### config.mk
export PLATFORM = sky130hd
export DESIGN_NAME = mult_issue_ctrl
export DESIGN_NICKNAME = d
export VERILOG_FILES = /design/src/rtl/mult_issue_ctrl.sv
export SDC_FILE = /design/constraint.sdc
export NUM_CORES = 1
export LEC_CHECK = 0
export BUFFER_PORTS_ARGS = -buffer_cell sky130_fd_sc_hd__buf_4
export CORE_MARGIN = 2
export CORE_UTILIZATION = 29
export CTS_CLUSTER_DIAMETER = 80
export CTS_CLUSTER_SIZE = 14
export DETAILED_ROUTE_END_ITERATION = 8
export PLACE_DENSITY_LB_ADDON = 0.2
export SLEW_MARGIN = 20
export SYNTH_ARGS = -nofsm -noshare
export SYNTH_HDL_FRONTEND = slang
export SYNTH_SLANG_ARGS = --single-unit
### constraint.sdc
create_clock -name clk -period 2.8 [get_ports clk]
set_clock_uncertainty 0.1 [all_clocks]
set_input_delay 0.28 -clock clk [delete_from_list [all_inputs] [get_ports clk]]
set_output_delay 0.28 -clock clk [all_outputs]
set_load 0.02 [all_outputs]
### src/rtl/mult_issue_ctrl.sv
// mult_issue_ctrl: issue/capture controller in front of the sequential mult (signed) and multu (unsigned) units.
// Ports: clk, reset (sync, active-low); req_* valid/ready request with operands and signedness;
// mul_a/mul_b/mul_do/mul_rst drive both units; done_s/out_s from mult, done_u/out_u from multu;
// rsp_* valid/ready response (rsp_err flags a timeout abort); busy is high outside IDLE.
// Optional: define MULT_ISSUE_CTRL_PERF_EN to add last_lat, the WAIT cycle count of the last operation.
module mult_issue_ctrl #(
  parameter int TIMEOUT_CYCLES = 128,
  parameter int DATA_W = 32,
  localparam int CW = $clog2(TIMEOUT_CYCLES + 1)
) (
  input  logic              clk,
  input  logic              reset,
  input  logic              req_valid,
  output logic              req_ready,
  input  logic              req_signed,
  input  logic [DATA_W-1:0] req_a,
  input  logic [DATA_W-1:0] req_b,
  output logic [DATA_W-1:0] mul_a,
  output logic [DATA_W-1:0] mul_b,
  output logic              mul_do,
  output logic              mul_rst,
  input  logic              done_s,
  input  logic              done_u,
  input  logic [DATA_W-1:0] out_s,
  input  logic [DATA_W-1:0] out_u,
  output logic              rsp_valid,
  input  logic              rsp_ready,
  output logic [DATA_W-1:0] rsp_data,
  output logic              rsp_err,
  output logic              busy
`ifdef MULT_ISSUE_CTRL_PERF_EN
  ,
  output logic [15:0]       last_lat
`endif
);
  typedef enum logic [1:0] {IDLE, LAUNCH, WAIT, RESP} state_t;
  state_t state;
  logic sel, armed, done;
  logic [CW-1:0] cnt;
  logic [CW-1:0] cnt_nx;
  assign done = sel ? done_s : done_u;
  assign cnt_nx = cnt + 1'b1;
  assign req_ready = (state == IDLE) && reset;
  // armed only sets after done has been seen low, so a done left high by the previous operation is never taken
  always_ff @(posedge clk) begin
    if (!reset) begin
      state <= IDLE;
      mul_a <= '0;
      mul_b <= '0;
      mul_do <= 1'b0;
      mul_rst <= 1'b1;
      rsp_valid <= 1'b0;
      rsp_data <= '0;
      rsp_err <= 1'b0;
      busy <= 1'b0;
      cnt <= '0;
      armed <= 1'b0;
      sel <= 1'b0;
`ifdef MULT_ISSUE_CTRL_PERF_EN
      last_lat <= '0;
`endif
    end else begin
      mul_rst <= 1'b0;
      case (state)
        IDLE: if (req_valid) begin
          mul_a <= req_a;
          mul_b <= req_b;
          sel <= req_signed;
          mul_do <= 1'b1;
          busy <= 1'b1;
          state <= LAUNCH;
        end
        LAUNCH: begin
          mul_do <= 1'b0;
          cnt <= '0;
          armed <= 1'b0;
          state <= WAIT;
        end
        WAIT: begin
          if (!done) armed <= 1'b1;
          if (armed && done) begin
            rsp_data <= sel ? out_s : out_u;
            rsp_err <= 1'b0;
            rsp_valid <= 1'b1;
            state <= RESP;
`ifdef MULT_ISSUE_CTRL_PERF_EN
            last_lat <= 16'(cnt_nx);
`endif
          end else begin
            cnt <= cnt_nx;
            if (cnt_nx == CW'(TIMEOUT_CYCLES)) begin
              rsp_data <= '0;
              rsp_err <= 1'b1;
              mul_rst <= 1'b1;
              rsp_valid <= 1'b1;
              state <= RESP;
`ifdef MULT_ISSUE_CTRL_PERF_EN
              last_lat <= 16'(cnt_nx);
`endif
            end
          end
        end
        RESP: if (rsp_ready) begin
          rsp_valid <= 1'b0;
          busy <= 1'b0;
          state <= IDLE;
        end
        default: state <= IDLE;
      endcase
    end
  end
endmodule

==> results of run 1 <==
-- area by class of cell --
cell class	instances	area, um^2
clock buffer	20	446.7
clock inverter	12	187.7
fill	1546	8433
inverter	6	22.52
multi-input combinational	383	2257
sequential	113	2263
tap	216	270.3
timing repair buffer	263	2062
-- cell usage after synthesis (2+ instances only) --
cell         n  area [um^2]
a31oi_1      2        12.51
nand4_1      2        12.51
nand3_1      4        20.02
nand3b_1     2        15.01
o22ai_2     30        375.4
o21a_1       4        30.03
and2_1       2        12.51
clkbuf_1    20        75.07
nor2_1      13        48.80
buf_2        5        25.02
buf_12       3        60.06
o21ai_0      3        15.01
o21ai_1      8        40.04
nand2_1    171        641.9
buf_1        9        33.78
inv_1        6        22.52
dfxtp_1    113         2262
ha_1         5        62.56
a2bb2oi_1    2        17.52
a311oi_2     2        30.03
and3_1       2        12.51
nor2b_1      2        12.51
o22ai_1      2        12.51
a21oi_1     78        390.4
mux2i_1     33        330.3
-- cell families (layout without fill, tap and decap cells) --
family,count (synthesis),count (layout),synth area share (%)
xor gates and xnor gates,1,1,0.1851
AOI/OAI and AO/OA,138,138,20.91
DFF,113,113,47.81
buffers and inverters,43,301,4.574
and+or+nand+nor,205,205,17.90
muxes,34,34,7.298
adders and majority gates,5,5,1.322
-- final timing paths --
| check | from | end | slack, ns |
|---|---|---|---|
| worst max-delay path | cnt[0]$_SDFFE_PN0P_ | rsp_data[26]$_SDFFE_PN0P_ | 0.66 |
| worst min register to register | mul_b[12]$_SDFFE_PN0P_ | mul_b[12]$_SDFFE_PN0P_ | 0.35 |
| worst max register to register | cnt[0]$_SDFFE_PN0P_ | rsp_data[26]$_SDFFE_PN0P_ | 0.66 |
| worst min-delay path | req_b[29] | mul_b[29]$_SDFFE_PN0P_ | 0.02 |
-- sequential cells by signal, summed over array words and instances, names as in the netlist --
signal,cells
mul_a,32
sel,1
rsp_err,1
rsp_valid,1
cnt,8
busy,1
state,2
armed,1
rsp_data,32
mul_do,1
mul_b,32
mul_rst,1
-- report_power, final --
group / total [uW] / leakage (uW) / internal [uW] / switching, uW
Clock: 2310 / 0.000313 / 1590 / 717
Combinational: 1720 / 0.00205 / 711 / 1010
Sequential: 1970 / 0.000922 / 1830 / 135
-- worst register-to-register path, delay by kind of cell, from the launching register on --
| family | cells | cell delay, ns |
|---|---|---|
| AO/OA/AOI/OAI | 3 | 0.68 |
| adder cells (fa/ha/maj) | 1 | 0.29 |
| buffers and inverters | 1 | 0.24 |
| flip-flops | 1 | 0.46 |
| AND/OR/NAND/NOR | 2 | 0.23 |
-- metal layers --
layer	global-route usage (%)	up-vias
met5	0	-
met4	5.616	0
met3	6.344	16
met2	26.64	173
met1	18.66	2128
li1	-	2321
-- per-stage QoR --
step	hold slack (ns)	util (%)	cells
after floorplan	0.3160	-	539
after global placement	0.3429	41.87	961
after detailed placement	0.3472	41.87	961
after CTS	0.00007272	47.10	1013
after global routing	0.004816	47.10	1013
final	0.01630	47.10	1013
-- repair_timing --
| action | in CTS | in global routing |
|---|---|---|
| hold buffers | 20 | 0 |
| gates resized for setup | 0 | 0 |
| hold endpoints to repair | 20 | 0 |
| buffers inserted | 0 | 0 |
==> qor.yml, run 1 <==
status:
  outcome: "completed"
cells_and_area:
  drive_above_1_share_pct: 39.77
  final_common_cell: "buf_4"
  final_area_um2: 7510
  final_nets: 924
  final_cell_mix: "buf_4, nand2_1, dfxtp_1"
  areaGrowthSynthToFinish_pct: 58.70
  n_antenna_cell: 0
setup_path:
  path_cells: "ha_1, nand2_1, a311oi_2, o221ai_2, nor2_8, buf_12, o22ai_2"
  critical_path_class: "reg2reg"
  path_max_fanout: 33
  cpMaxStageDelayCell: "dfxtp_1"
  critPathLaunchType: "flop"
  crit_buf_inv: 1
  cpPeakStageDelay_ns: 0.46
  reg2reg_depth: 7
  path_depth: 7
  end_kind: "flop"
  critPathTopFamily: "compound AO/OA/AOI/OAI gates"
  arrival_ns: 2.31
  cp.required_ns: 2.97
routing:
  wl_met2_um: 6542
  drt_iter0_markers: 133
  wl_met1_um: 5896
  via_per_inst: 4.578
  totalWireLength_um: 13780
  wl_per_cell_um: 13.60
  drt_pass1_iterations: 4
  ant_nets: 0
  route.met3.wl_um: 1141
  route.detailed.drc: 0
  num_vias: 4638
  top_layer: "met4"
timing:
  post-route-period-util_pct: 76.37
  hold_violations: 0
  fin_ws_ns: 0.6615
  finalMaxSlewViolations: 0
  slew_headroom_pct: 48.17
  setup_tns_ns: 0
  setup_violations: 0
  tightest_slew_ns: 0.7774
  fmax_mhz: 467.6
  rsz0062_at_grt: "no"
  post-route-min-period_ns: 2.138
clock_tree:
  clock_latency_ns: 0.41
  numCtsBuffers: 17
  clk_path_buf_depth: 2
  clk_pin_slew_ns: 0.05
  cts-root-buf: "clkbuf_16"
  htreeDepth: 4
  cts_tree: "done"
  numClockSinks: 113
pwr:
  powerDensity_nw_per_um2: 798.4
  irDropWorstVdd_mv: 0.4867
  p_leak_uw: 0.003290
  finalPower_uw: 5995
die:
  io_pins: 237
  dieHeight_um: 131.7
  initial_core_util_pct: 29.68
  fp.dieW_um: 131.7
  row_count: 46
  die-area_um2: 17360
  coreArea_um2: 15940
logic_synthesis:
  synth.distinct_cells: 41
  async_flop_share_pct: 0
  syn-cell-area_um2: 4732
  synthCells: 539
  syn_nets: 679
  ys_seq_area_share_pct: 47.81
  synth_ff_type: "dfxtp_1"
  ys_warn_count: 0
  synth_area_per_cell_um2: 8.779
  synth_seq_cells: 113
  synth-edff-count: 0
place:
  dpl_worst_slack_ns: 0.6920
  portBuffers: 236
  dpl.hpwl_um: 9685
  gp_congestion: 0.8387
  dpl-instance-area_um2: 6675
flow_run:
  cap_violations: 0
grt:
  gr-total-overflow: 0
  gr-usage-all-layers_pct: 15.98
  grt_max_degree: 76
  grt_pass1_vias: 4725
  grt_first_pass_wirelength_um: 22680
  antenna_found_initial: 0
worst_hold_path:
  worst_hold_path.num_cells: 3
  hold_class: "in2reg"
Note: power is estimated with default switching activity, not from simulation.
==> run 2, diff against run 1 <==
==> constraint.sdc (replaced) <==
create_clock -name clk -period 1.89 [get_ports clk]
set_clock_uncertainty 0.1 [all_clocks]
set_input_delay 0.189 -clock clk [delete_from_list [all_inputs] [get_ports clk]]
set_output_delay 0.189 -clock clk [all_outputs]
set_load 0.02 [all_outputs]
==> qor.yml, run 2 (synthesized netlist as in run 1, its figures left out) <==
setup_path:
  critPathLaunchType: "flop"  # unchanged
  regToRegEndpoint: "rsp_data[26]$_SDFFE_PN0P_"  # unchanged
  cp.required_ns: 2.07  # was 2.97 ns
  rrSetupSlack_ns: 0.01  # was 0.66 ns
  critPathCapture: "rsp_data[26]$_SDFFE_PN0P_"  # unchanged
  arrival_ns: 2.06  # was 2.31 ns
  path_max_fanout: 6  # was 33
  critical_path_class: "reg2reg"  # unchanged
  reg2reg_depth: 8  # was 7
  timing.rr.start: "cnt[1]$_SDFFE_PN0P_"  # was cnt[0]$_SDFFE_PN0P_
  crit_start: "cnt[1]$_SDFFE_PN0P_"  # was cnt[0]$_SDFFE_PN0P_
  end_kind: "flop"  # unchanged
timing:
  setup_tns_ns: 0  # unchanged
  fmax_mhz: 532.7  # was 467.6 MHz
  finalMaxSlewViolations: 0  # unchanged
  slew_headroom_pct: 58.86  # was 48.17%
  rsz0062_at_grt: "yes"  # was no
  hold_violations: 0  # unchanged
  post-route-period-util_pct: 99.32  # was 76.37%
  post-route-min-period_ns: 1.877  # was 2.138 ns
  tightest_slew_ns: 0.6129  # was 0.7774 ns
  setup_violations: 0  # unchanged
grt:
  gr-usage-all-layers_pct: 18.19  # was 15.98%
  grt_first_pass_wirelength_um: 25640  # was 22680 um
  gr-usage-met3_pct: 6.382  # was 6.344%
  gr-total-overflow: 0  # unchanged
  top_usage_layer: "met2"  # unchanged
  grt_max_degree: 76  # unchanged
  grtUsageMet1_pct: 20.73  # was 18.66%
  antenna_found_initial: 0  # unchanged
  grt_pass1_vias: 5263  # was 4725
  use_met2_pct: 31.06  # was 26.64%
flow_run:
  cap_violations: 0  # unchanged
cells_and_area:
  drive_above_1_share_pct: 37.66  # was 39.77%
  reg_top3: "mul_a: 32 flops, mul_b: 32 flops, rsp_data: 32 flops"  # unchanged
  final_cell_mix: "buf_4, nand2_1, dlygate4sd3_1"  # was buf_4, nand2_1, dfxtp_1
  areaGrowthSynthToFinish_pct: 88.68  # was 58.70%
  utilization_pct: 56.00  # was 47.10%
  final_common_cell: "buf_4"  # unchanged
  final_nets: 1053  # was 924
  n_antenna_cell: 0  # unchanged
  fillers: 1373  # was 1546
routing:
  route.detailed.drc: 0  # unchanged
  num_vias: 5159  # was 4638
  ant_nets: 0  # unchanged
  drt_pass1_iterations: 4  # unchanged
  via_per_inst: 4.525  # was 4.578
  wl_per_cell_um: 14.39  # was 13.60 um
  drt_iter0_markers: 140  # was 133
  totalWireLength_um: 16400  # was 13780 um
worst_hold_path:
  hold_class: "in2reg"  # unchanged
die:
  dieHeight_um: 131.7  # unchanged
  die-area_um2: 17360  # unchanged
  fp.dieW_um: 131.7  # unchanged
  io_pins: 237  # unchanged
  coreArea_um2: 15940  # unchanged
  row_count: 46  # unchanged
  initial_core_util_pct: 29.68  # unchanged
clock_tree:
  clk_pin_slew_ns: 0.05  # about the same
  htreeDepth: 4  # unchanged
  clock_latency_ns: 0.41  # about the same
  numClockSinks: 113  # unchanged
  clk_path_buf_depth: 2  # unchanged
  cts-root-buf: "clkbuf_16"  # unchanged
  numCtsBuffers: 17  # unchanged
  cts_tree: "done"  # unchanged
place:
  dpl.hpwl_um: 9771  # was 9685 um
  portBuffers: 236  # unchanged
  gp_congestion: 0.8065  # was 0.8387
pwr:
  p_leak_uw: 0.003849  # was 0.003290 uW
  powerDensity_nw_per_um2: 985.7  # was 798.4 nW/um^2
  irDropWorstVdd_mv: 0.8042  # was 0.4867 mV
status:
  outcome: "completed"  # unchanged
[run 2: power by group]
group	internal, uW	leakage [uW]	switching (uW)
clock	1980	0.000276	1030
sequential	2710	0.000927	203
combinational	1290	0.00265	1590
[run 2: worst min-delay path by stage]
stage / endpoint / cells after the start / slack, ns / start
floorplan: mul_a[0]$_SDFFE_PN0P_ / 2 / 0.23 / req_a[0]
global placement: mul_b[27]$_SDFFE_PN0P_ / 3 / 0.34 / req_b[27]
detailed placement: mul_b[23]$_SDFFE_PN0P_ / 3 / 0.34 / req_b[23]
CTS: rsp_data[5]$_SDFFE_PN0P_ / 3 / 0.005 / out_s[5]
global route: rsp_data[5]$_SDFFE_PN0P_ / 3 / 0.06 / out_s[5]
finish: rsp_data[5]$_SDFFE_PN0P_ / 3 / 0.06 / out_s[5]
[run 2: cell type report]
cell class              count  area [um^2]  share of cell area (%)
inverters                   6        22.52                  0.2522
clock buffers              23        467.9                   5.241
multi-input cells         383         2374                   26.58
clock inverters             7        85.08                  0.9529
flip-flops and latches    113         2287                   25.62
well taps                 216        270.3                   3.027
repair buffers            392         3422                   38.33
[run 2: what timing repair did]
| action | 4_1_cts | 5_1_grt |
|---|---|---|
| gates resized for setup | 7 | 28 |
| pin swaps | 1 | 29 |
| hold buffers | 130 | 0 |
| endpoints found under the hold margin | 103 | 0 |
| cloned | 1 | 2 |
| endpoints found under the setup margin | 33 | 38 |
| setup buffers | 2 | 2 |
[run 2: metal layers]
metal	up-vias	routed length, um	share of wire, %
met1	2346	6782	41
li1	2585	-	-
met5	-	0	0
met3	28	1219	7.4
met4	0	335	2.0
met2	200	8066	49
[run 2: critical path, stage by stage, from the launching register on]
cell and delay, ns:
dfxtp_4 0.40, buf_6 0.13, a2bb2oi_2 0.07, a311oi_4 0.34, o221ai_4 0.20, nor2_8 0.17, buf_6 0.13, clkbuf_16 0.15
o22ai_2 0.07
[run 2: stage by stage]
step | setup slack [ns] | cells | hold slack (ns) | cell area [um^2] | total power [uW]
2_1_floorplan | 0.007850 | 539 | 0.2250 | 4732 | 4446
3_3_place_gp | 0.02138 | 973 | 0.3352 | 6803 | 5504
3_5_place_dp | -0.06369 | 973 | 0.3445 | 6803 | 5567
4_1_cts | -0.03009 | 1136 | 0.005237 | 8725 | 8836
5_1_grt | -0.04520 | 1140 | 0.05519 | 8929 | 9289
6_report | 0.01283 | 1140 | 0.05826 | 8929 | 8801
==> run 3, diff against run 2 <==
--- a/config.mk
+++ b/config.mk
@@ -8,6 +8,7 @@
 export BUFFER_PORTS_ARGS = -buffer_cell sky130_fd_sc_hd__buf_4
 export CORE_MARGIN = 2
 export CORE_UTILIZATION = 29
+export CTS_BUF_LIST = sky130_fd_sc_hd__clkbuf_8
 export CTS_CLUSTER_DIAMETER = 80
 export CTS_CLUSTER_SIZE = 14
 export DETAILED_ROUTE_END_ITERATION = 8
==> constraint.sdc (replaced) <==
create_clock -name clk -period 1.89 [get_ports clk]
set_clock_uncertainty 0.1 [all_clocks]
set_input_delay 0.378 -clock clk [delete_from_list [all_inputs] [get_ports clk]]
set_output_delay 0.378 -clock clk [all_outputs]
set_load 0.02 [all_outputs]
==> qor.yml, run 3 (synthesized netlist as in run 1, its figures left out) <==
pwr:
  irDropWorstVdd_mv: 0.6817  # was 0.8042 mV
  swShare_pct: 33.18  # was 32.02%
  p_leak_uw: 0.003275  # was 0.003849 uW
  powerDensity_nw_per_um2: 1077  # was 985.7 nW/um^2
  sequentialPowerShare_pct: 35.9  # was 33.1%
  clockPowerShare_pct: 31.1  # was 34.2%
  switching_power_uw: 2691  # was 2818 uW
  p_comb_share_pct: 33.0  # was 32.7%
  intPower_uw: 5419  # was 5983 uW
setup_path:
  reg2reg_depth: 9  # was 8
  rrSetupSlack_ns: 0.01  # about the same
  crit_buf_inv: 3  # unchanged
  cp.required_ns: 2.11  # was 2.07 ns
  regToRegEndpoint: "rsp_err$_SDFFE_PN0P_"  # was rsp_data[26]$_SDFFE_PN0P_
  timing.rr.start: "cnt[0]$_SDFFE_PN0P_"  # was cnt[1]$_SDFFE_PN0P_
  critPathLaunchType: "flop"  # unchanged
  arrival_ns: 2.10  # was 2.06 ns
  path_max_fanout: 6  # unchanged
  critical_path_class: "reg2reg"  # unchanged
  cpMaxStageDelayCell: "dfxtp_4"  # unchanged
  cpPeakStageDelay_ns: 0.39  # was 0.40 ns
  end_kind: "flop"  # unchanged
  path_cells: "ha_4, xor2_2, nor4_2, buf_4, o221ai_4, nor2_8, buf_12, clkbuf_16, o21a_1"  # was buf_6, a2bb2oi_2, a311oi_4, o221ai_4, nor2_8, buf_6, clkbuf_16, o22ai_2
  critPathTopFamily: "buffers and inverters"  # was compound AO/OA/AOI/OAI gates
die:
  dieHeight_um: 131.7  # unchanged
  fp.dieW_um: 131.7  # unchanged
  coreArea_um2: 15940  # unchanged
  io_pins: 237  # unchanged
  row_count: 46  # unchanged
  die-area_um2: 17360  # unchanged
  initial_core_util_pct: 29.68  # unchanged
place:
  portBuffers: 236  # unchanged
  gp_congestion: 0.8222  # was 0.8065
  dpl.hpwl_um: 9891  # was 9771 um
  dpl_worst_slack_ns: -0.08753  # was -0.06369 ns
routing:
  ant_nets: 0  # unchanged
  num_vias: 4641  # was 5159
  totalWireLength_um: 14170  # was 16400 um
  drt_iter0_markers: 159  # was 140
  route.detailed.drc: 0  # unchanged
  via_per_inst: 4.577  # was 4.525
  wl_per_cell_um: 13.98  # was 14.39 um
  drt_pass1_iterations: 4  # unchanged
grt:
  gr-total-overflow: 0  # unchanged
  grt_first_pass_wirelength_um: 23080  # was 25640 um
  top_usage_layer: "met2"  # unchanged
  gr-usage-met3_pct: 6.459  # was 6.382%
  grt_max_degree: 76  # unchanged
  grt_pass1_vias: 4697  # was 5263
  gr-usage-all-layers_pct: 16.36  # was 18.19%
  antenna_found_initial: 0  # unchanged
  grtUsageMet1_pct: 18.27  # was 20.73%
  use_met2_pct: 28.04  # was 31.06%
timing:
  slew_headroom_pct: 55.40  # was 58.86%
  tightest_slew_ns: 0.6646  # was 0.6129 ns
  hold_violations: 0  # unchanged
  fmax_mhz: 533.0  # was 532.7 MHz
  finalMaxSlewViolations: 0  # unchanged
  rsz0062_at_grt: "yes"  # unchanged
  whs_ns: 0.09335  # was 0.05826 ns
  setup_violations: 0  # unchanged
  fin_ws_ns: 0.01387  # was 0.01283 ns
  post-route-min-period_ns: 1.876  # was 1.877 ns
  post-route-period-util_pct: 99.27  # was 99.32%
worst_hold_path:
  worstHoldStart: "req_b[29]"  # was out_s[5]
  holdPathEnd: "mul_b[29]$_SDFFE_PN0P_"  # was rsp_data[5]$_SDFFE_PN0P_
  hold_class: "in2reg"  # unchanged
  worst_hold_path.num_cells: 3  # unchanged
status:
  outcome: "completed"  # unchanged
cells_and_area:
  final_nets: 925  # was 1053
  n_antenna_cell: 0  # unchanged
  final_common_cell: "buf_4"  # unchanged
  reg_top3: "mul_a: 32 flops, mul_b: 32 flops, rsp_data: 32 flops"  # unchanged
  areaGrowthSynthToFinish_pct: 59.17  # was 88.68%
  final_cell_mix: "buf_4, nand2_1, dfxtp_1"  # was buf_4, nand2_1, dlygate4sd3_1
  utilization_pct: 47.25  # was 56.00%
  drive_above_1_share_pct: 44.99  # was 37.66%
clock_tree:
  clock_latency_ns: 0.42  # was 0.41 ns
  numCtsBuffers: 17  # unchanged
  clk_path_buf_depth: 2  # unchanged
  htreeDepth: 4  # unchanged
  numClockSinks: 113  # unchanged
  clk_pin_slew_ns: 0.07  # was 0.05 ns
  cts-root-buf: "clkbuf_8"  # was clkbuf_16
  cts_tree: "done"  # unchanged
flow_run:
  cap_violations: 0  # unchanged
-- run 3: changes by cell type in the layout (fill, tap and decap cells not counted), sizes merged --
cell	change
inv	+1
clkinvlp	+2
clkinv	-1
clkbuf	-3
buf	+3
dlygate4sd3	-130
bufinv	+2
-- run 3: layout make-up --
type / instances / area (um^2)
Inverter: 6 / 22.52
Clock inverter: 11 / 158.9
Sequential cell: 113 / 2282
Clock buffer: 21 / 289.0
Tap cell: 216 / 270.3
Timing Repair Buffer: 264 / 2135
Fill cell: 1561 / 8411
Multi-Input combinational cell: 383 / 2375
-- run 3: worst register-to-register path, stage by stage (launching register included) --
cell and delay, ns:
dfxtp_4 0.39, ha_4 0.19, xor2_2 0.16, nor4_2 0.05
buf_4 0.14, o221ai_4 0.25, nor2_8 0.06, buf_12 0.13
clkbuf_16 0.15, o21a_1 0.16
-- run 3: power by group through the flow --
stage | Clock, uW | Combinational, uW | Sequential, uW
after floorplan | 0 | 1180 | 3270
after global placement | 0 | 2590 | 2930
after detailed placement | 0 | 2640 | 2950
after CTS | 2620 | 2690 | 2910
after global routing | 2720 | 2950 | 2950
final | 2520 | 2670 | 2910
-- run 3: worst max-delay path by stage --
| stage | start | to | slack, ns | depth (start not counted) |
|---|---|---|---|---|
| floorplan | cnt[0]$_SDFFE_PN0P_ | rsp_data[10]$_SDFFE_PN0P_ | 0.008 | 7 |
| global placement | cnt[0]$_SDFFE_PN0P_ | rsp_data[5]$_SDFFE_PN0P_ | -0.02 | 7 |
| detailed placement | cnt[0]$_SDFFE_PN0P_ | rsp_data[24]$_SDFFE_PN0P_ | -0.09 | 7 |
| CTS | cnt[0]$_SDFFE_PN0P_ | rsp_data[1]$_SDFFE_PN0P_ | -0.05 | 7 |
| global route | cnt[0]$_SDFFE_PN0P_ | rsp_err$_SDFFE_PN0P_ | -0.05 | 9 |
| finish | cnt[0]$_SDFFE_PN0P_ | rsp_err$_SDFFE_PN0P_ | 0.01 | 9 |
-- run 3: per-layer routing --
metal  part of all wire [%]  vias up  routed length (um)
li1                       -     2330                   -
met1                     41     2130                5841
met2                     49      169                6982
met3                    8.3       12                1176
met4                    1.2        0                 173
met5                      0        -                   0
-- run 3: metrics by stage --
stage / std cells / total power, uW / TNS [ns] / instance area, um^2
CTS: 1010 / 8222 / -0.6416 / 7406
finish: 1014 / 8110 / 0 / 7532
global placement: 973 / 5520 / -0.3473 / 6803
detailed placement: 973 / 5590 / -2.539 / 6803
global route: 1014 / 8617 / -0.6419 / 7532
floorplan: 539 / 4446 / 0 / 4732
-- run 3: timing repair --
| item | CTS | global route |
|---|---|---|
| endpoints found under the setup margin | 34 | 40 |
| hold buffers | 0 | 0 |
| setup buffers | 3 | 3 |
| pin swaps | 13 | 12 |
| gates cloned | 2 | 1 |
| gates resized for setup | 19 | 17 |
